==> config.mk <==
export PLATFORM = sky130hd
export DESIGN_NAME = instr_fetch_flat
export DESIGN_NICKNAME = d
export VERILOG_FILES = /design/src/rtl/instr_fetch_if.sv /design/src/rtl/instr_fetch.sv /design/src/flat_wrapper.sv
export SDC_FILE = /design/constraint.sdc
export NUM_CORES = 1
export LEC_CHECK = 0
export CORE_MARGIN = 1.5
export CORE_UTILIZATION = 52
export DETAILED_ROUTE_END_ITERATION = 8
export PLACE_DENSITY_LB_ADDON = 0.2
export SYNTH_ARGS = -nofsm -noshare
export SYNTH_HDL_FRONTEND = slang
export SYNTH_SLANG_ARGS = --single-unit
export TNS_END_PERCENT = 5
==> constraint.sdc <==
create_clock -name clk -period 5 [get_ports clk]
set_clock_uncertainty 0.2 [all_clocks]
set_input_delay 0.75 -clock clk [delete_from_list [all_inputs] [get_ports clk]]
set_output_delay 0.75 -clock clk [all_outputs]
set_load 0.01 [all_outputs]
==> src/rtl/instr_fetch_if.sv <==
// Fetch-unit bus: instruction ROM port, decode-side queue head, and redirect request.
interface instr_fetch_if #(
  parameter int PC_WIDTH    = 8,
  parameter int INSTR_WIDTH = 16
);
  logic [PC_WIDTH-1:0]    o_rom_addr;
  logic [INSTR_WIDTH-1:0] i_rom_data;
  logic                   o_valid;
  logic                   i_ready;
  logic [INSTR_WIDTH-1:0] o_instr;
  logic [PC_WIDTH-1:0]    o_pc;
  logic                   i_redirect;
  logic [PC_WIDTH-1:0]    i_redirect_pc;
  logic                   o_halted;

  modport master (
    output o_rom_addr, o_valid, o_instr, o_pc, o_halted,
    input  i_rom_data, i_ready, i_redirect, i_redirect_pc
  );

  modport slave (
    input  o_rom_addr, o_valid, o_instr, o_pc, o_halted,
    output i_rom_data, i_ready, i_redirect, i_redirect_pc
  );
endinterface

==> src/rtl/instr_fetch.sv <==
// Instruction fetch unit: PC register, combinational-ROM fetch, 2-entry {pc,instr} queue,
// HALT detection and redirect flush.
module instr_fetch #(
  parameter int PC_WIDTH    = 8,
  parameter int INSTR_WIDTH = 16
) (
  input logic          clk,
  input logic          rst,
  instr_fetch_if.master bus
);
  typedef enum logic {FETCH, HALTED} state_t;

  state_t                 state;
  logic                   halted;
  logic [PC_WIDTH-1:0]    pc;
  logic [1:0]             count;
  logic [PC_WIDTH-1:0]    q_pc    [2];
  logic [INSTR_WIDTH-1:0] q_instr [2];

  logic pop;
  logic push;
  logic wr_hi;
  logic is_halt;

  always_comb begin
    pop     = (count != 2'd0) && bus.i_ready;
    push    = (state == FETCH) && ((count != 2'd2) || pop);
    // New entry lands behind whatever survives this cycle's pop.
    wr_hi   = (count == 2'd2) || ((count == 2'd1) && !pop);
    is_halt = (bus.i_rom_data[15:13] == 3'b111) && (bus.i_rom_data[2:0] == 3'b111);
  end

  always_ff @(posedge clk) begin
    if (!rst) begin
      pc     <= '0;
      count  <= '0;
      state  <= FETCH;
      halted <= 1'b0;
    end else if (bus.i_redirect) begin
      pc     <= bus.i_redirect_pc;
      count  <= '0;
      state  <= FETCH;
      halted <= 1'b0;
    end else begin
      if (pop) begin
        q_pc[0]    <= q_pc[1];
        q_instr[0] <= q_instr[1];
      end
      if (push) begin
        // A slot-0 write overrides the shift above (pop+push at count 1).
        if (wr_hi) begin
          q_pc[1]    <= pc;
          q_instr[1] <= bus.i_rom_data;
        end else begin
          q_pc[0]    <= pc;
          q_instr[0] <= bus.i_rom_data;
        end
        if (is_halt) begin
          state  <= HALTED;
          halted <= 1'b1;
        end else begin
          pc <= pc + PC_WIDTH'(1);
        end
      end
      unique case ({push, pop})
        2'b10:   count <= count + 2'd1;
        2'b01:   count <= count - 2'd1;
        default: count <= count;
      endcase
    end
  end

  assign bus.o_rom_addr = pc;
  assign bus.o_valid    = (count != 2'd0);
  assign bus.o_instr    = q_instr[0];
  assign bus.o_pc       = q_pc[0];
  assign bus.o_halted   = halted;
endmodule

==> src/flat_wrapper.sv <==
// flat-port wrapper written by rule: the top's interface ports become plain ports
module instr_fetch_flat 
#(
  parameter int PC_WIDTH    = 8,
  parameter int INSTR_WIDTH = 16
)
  (clk, rst, bus_o_rom_addr, bus_o_valid, bus_o_instr, bus_o_pc, bus_o_halted, bus_i_rom_data, bus_i_ready, bus_i_redirect, bus_i_redirect_pc);
  instr_fetch_if #(.PC_WIDTH(PC_WIDTH), .INSTR_WIDTH(INSTR_WIDTH)) bus_i ();
  input logic clk;
  input logic rst;
  output wire logic [$bits(bus_i.o_rom_addr)-1:0] bus_o_rom_addr;
  output wire logic [$bits(bus_i.o_valid)-1:0] bus_o_valid;
  output wire logic [$bits(bus_i.o_instr)-1:0] bus_o_instr;
  output wire logic [$bits(bus_i.o_pc)-1:0] bus_o_pc;
  output wire logic [$bits(bus_i.o_halted)-1:0] bus_o_halted;
  input wire logic [$bits(bus_i.i_rom_data)-1:0] bus_i_rom_data;
  input wire logic [$bits(bus_i.i_ready)-1:0] bus_i_ready;
  input wire logic [$bits(bus_i.i_redirect)-1:0] bus_i_redirect;
  input wire logic [$bits(bus_i.i_redirect_pc)-1:0] bus_i_redirect_pc;
  assign bus_o_rom_addr = bus_i.o_rom_addr;
  assign bus_o_valid = bus_i.o_valid;
  assign bus_o_instr = bus_i.o_instr;
  assign bus_o_pc = bus_i.o_pc;
  assign bus_o_halted = bus_i.o_halted;
  assign bus_i.i_rom_data = bus_i_rom_data;
  assign bus_i.i_ready = bus_i_ready;
  assign bus_i.i_redirect = bus_i_redirect;
  assign bus_i.i_redirect_pc = bus_i_redirect_pc;
  instr_fetch #(.PC_WIDTH(PC_WIDTH), .INSTR_WIDTH(INSTR_WIDTH)) u_core (.clk(clk), .rst(rst), .bus(bus_i));
endmodule
# ---- After elaboration in Yosys (flattened, before gate mapping)
# Memories as Yosys holds them, arrays and structs flattened.
# Cells that the tools add are included.
dict set report totals {
  regBits 11
  ramBits 48
  in_bits 28
  output_inout_bits 34
  wordCells 53
  mem_count 2
}
# name depth width read_ports rd_clocked_by_memory_dff wr line_no
set memory_table {}
lappend memory_table {u_core.q_instr 2 16 2 0 2 instr_fetch.sv:18} ;# logic [INSTR_WIDTH-1:0] q_instr [2];
lappend memory_table {u_core.q_pc 2 8 2 0 2 instr_fetch.sv:17} ;# logic [PC_WIDTH-1:0] q_pc [2];
dict set report classes {
  addsub 3
  eq_ne 8
  mux 20
  bitwise 4
  n_reduce_logical 13
}
# op n
set op_table {}
lappend op_table {{$mux W8} 4}
lappend op_table {{$mux W16} 1}
lappend op_table {{$mux W1} 14}
lappend op_table {{$add A8 B1 Y8 const B} 1}
lappend op_table {{$eq A3 B3 Y1 const B} 2}
lappend op_table {{$reduce_bool A2 Y1} 3}
lappend op_table {{$eq A2 B1 Y1 const B} 2}
lappend op_table {{$eq A2 B2 Y1 const B} 2}
lappend op_table {{$logic_and A1 B1 Y1} 4}
lappend op_table {{$ne A2 B2 Y1 const B} 2}
lappend op_table {{$pmux W2 S2} 1}
lappend op_table {{$reduce_and A2 Y1} 2}
lappend op_table {{$add A2 B1 Y2 const B} 1}
lappend op_table {{$logic_or A1 B1 Y1} 2}
lappend op_table {{$not A1 Y1} 2}
lappend op_table {{$or A1 B1 Y1} 2}
lappend op_table {{$reduce_or A2 Y1} 1}
lappend op_table {{$sub A2 B1 Y2 const B} 1}
lappend op_table {{$logic_not A1 Y1} 1}

# ---- Longest topological paths before layout
dict set report depth {
  word_depth 11
  mapped_depth 9
  mapped_depth_nobuf 9
}

# ---- Worst setup path before layout
# OpenSTA, ideal clock, no wires.
dict set report synth_timing {
  path_type {input to register}
  from {input bus_i_ready}
  to {memory u_core.q_instr[1][0] (enable)}
  setup_time_ns 0.435
  t_arrival_ns 2.700
  t_required_ns 4.365
  slack_ns 1.665
  cell_stages 4
  n_path_buf 0
  cell_sequence {nand2b_4 > and3_1 > a21oi_1 > nor3_1}
}
# element line_no
set synth_lines {}
lappend synth_lines {{start, declared} flat_wrapper.sv:17} ;# input wire logic [$bits(bus_i.i_ready)-1:0] bus_i_ready;
lappend synth_lines {{end, declared} instr_fetch.sv:18}

==> qor.txt <==
Status = finished, final reports clean
Mapped Avg Cell Area = 14.89 sq um
Crit path launch type = input port
FP Rows = 25
Final count of hold timing violations = 0
Max_slew headroom = 30.80%
Post-synthesis sequential area ratio = 66.43%
Total grt overflow = 0
Reg2reg start = u_core.count[0]
Slew Limit Fails = 0
Drt via density = 5.716
Post-Syn Area = 2501 sq um
Initial Utilization = 53.31%
Vias in the first global route = 1,606
Hold endpoint = u_core.count[1]
Flops & latches, synth = 59
CTS tree = yes
Cell taking the most area after synthesis = edfxtp_1
Maximum VDD drop = 0.1724 mV
Most frequent cells in the layout = clkdlybuf4s50_1 (61), edfxtp_1 (48), mux2_2 (23)
Slew @ Worst Pin = 1.030 ns
Root buf cell = clkbuf_8
Clk slew on worst S/H paths = 0.06 ns
Max FO, Critical Path = 25
Die Y = 72.36 um
Placed wire-length estimate = 3375 um
Worst reg2reg path depth = 6
First-pass GRT wire length = 7672 um
CP Data Arrival Time = 3.07 ns
Cell Pwr Density = 330.9 nW/um^2
TritonRoute pass-1 iters = 4
Crit path kind = input port to register
Largest net degree at the start of global routing = 26
Post-synth top area share = 57.63%
Nets = 270
CTS buffer count = 9
# diodes = 0
Total power = 1098 uW
Routed vias = 1,692
Ports = 62
IO Port Bufs = 61
Hold Startpoint = u_core.count[1]
CTS Buffer Depth = 2
Mapped Nets = 201
# DRC = 0
Min-delay worst type = register to register
Worst Setup End Kind = register
Initial antenna violation count = 0
Area Growth Syn to Fin = 32.62%
CTS Hold Bufs = 0
# Post-CTS Setup Buffers = 0
Fmax = 300.6 MHz
Commonest non-fill, non-tap cell in the layout = clkdlybuf4s50_1
Netlist cell types = 35
Hold path depth = 2
Count of warnings emitted by yosys = 0
Hold slack = 0.3318 ns
Placed Instances = 280
Setup TNS = 0 ns
CORE AREA = 4692 sq um
Routed length per instance = 16.32 um
Setup violations, final = 0
Leak Pwr = 0.001171 uW
RR Endpoint = u_core.q_instr[0][11]
Die X = 72.36 um
Clock Sinks = 59
Layout Cells excl Fill = 296
Layout cell share with drive strength beyond 1 = 17.36%
Fin crit share = 66.54%
Worst reg2reg setup slack = 2.08 ns
Synth top area cells = edfxtp_1 (58%), mux2_2 (10%), dfxtp_1 (8.8%)
Synth Instances = 168
1st-iter DRT viols = 135
RSZ-0062 raised after global routing = false
Final min period = 3.327 ns
GRT Util Overall = 19.87%
GP Congestion = 0.9098
ANT nets after route = 0
Final WL = 4830 um
Final core utilization = 70.69%
Worst EP required = 4.75 ns
Post_cts resized = 0
Latest clock arrival within the worst-skew pair = 0.33 ns
Max_cap viols = 0
Die area = 5235 sq um
Htree depth = 3
metrics by stage:
stage	worst slack [ns]	area [sq um]
after floorplan	1.665	2501
after global placement	1.368	3166
after detailed placement	1.298	3166
after CTS	1.644	3317
after global routing	1.515	3317
final	1.673	3317
flip-flops by register name (all words and copies together), names as in the netlist:
register and count:
u_core.q_pc 16, u_core.count 2, u_core.q_instr 32, u_core.bus.o_rom_addr 8, u_core.state 1
cell usage after synthesis:
cell / n
a2111oi_4: 1
a211oi_1: 1
a21o_1: 1
a21oi_1: 2
a21oi_2: 1
a31o_2: 1
a31oi_1: 6
a32oi_1: 1
and2_1: 1
and2b_1: 1
and3_1: 2
and3b_1: 1
and4b_1: 1
buf_6: 2
clkbuf_1: 3
dfxtp_1: 11
edfxtp_1: 48
ha_1: 5
inv_1: 7
inv_2: 1
mux2_1: 1
mux2_2: 23
nand2_1: 5
nand2b_4: 2
nand3_1: 5
nand4_1: 6
nor2_1: 3
nor3_1: 3
nor4b_1: 1
o211ai_1: 1
o21ai_0: 11
o31ai_1: 3
or3_1: 2
or4_1: 3
xor2_1: 2
worst max-delay path by stage:
stage                      from  slack [ns]                     to  cells after the start
floorplan           bus_i_ready        1.66   u_core.q_instr[1][0]                      4
global placement            rst        1.37   u_core.q_instr[0][6]                      5
detailed placement          rst        1.30  u_core.q_instr[0][11]                      5
CTS                         rst        1.64   u_core.q_instr[0][0]                      5
global route                rst        1.51  u_core.q_instr[0][11]                      5
finish                      rst        1.67  u_core.q_instr[0][11]                      5
report_power, final:
group          internal, uW  switching, uW
registers               569           17.9
logic                  93.5           78.0
clock network           172            167
total                   835            263
critical path, stage by stage:
cell             delay (ns)
clkdlybuf4s50_1        0.71
nand2b_4               0.14
a2111oi_4              0.34
buf_4                  0.37
a21o_1                 0.76
cell families (layout without fill, tap and decap cells):
kind of cell	Yosys count	after routing	share of synthesized area, %
AOI/OAI and AO/OA	29	29	8.055
adders and majority gates	5	5	2.501
muxes	24	24	10.81
and+or+nand+nor	36	36	8.955
buffers and inverters	13	87	2.551
DFF	59	59	66.43
xor gates and xnor gates	2	2	0.7005
routing by layer:
| metal | wire (um) | GRT usage, % | up-vias |
|---|---|---|---|
| met5 | 0 | 0 | - |
| li1 | - | - | 802 |
| met1 | 2081 | 24.79 | 819 |
| met4 | 70 | 11.32 | 0 |
| met2 | 2439 | 32.20 | 63 |
| met3 | 239 | 4.306 | 8 |
cell type report:
class / count / area, sq um
Clock buffer: 11 / 131.4
Clock inverter: 5 / 20.02
Fill cell: 322 / 1375
Inverter: 8 / 30.03
Multi-Input combinational cell: 96 / 780.7
Sequential cell: 59 / 1662
Tap cell: 54 / 67.56
Timing Repair Buffer: 63 / 625.6
No activity file was read; power rests on OpenSTA's default activity.
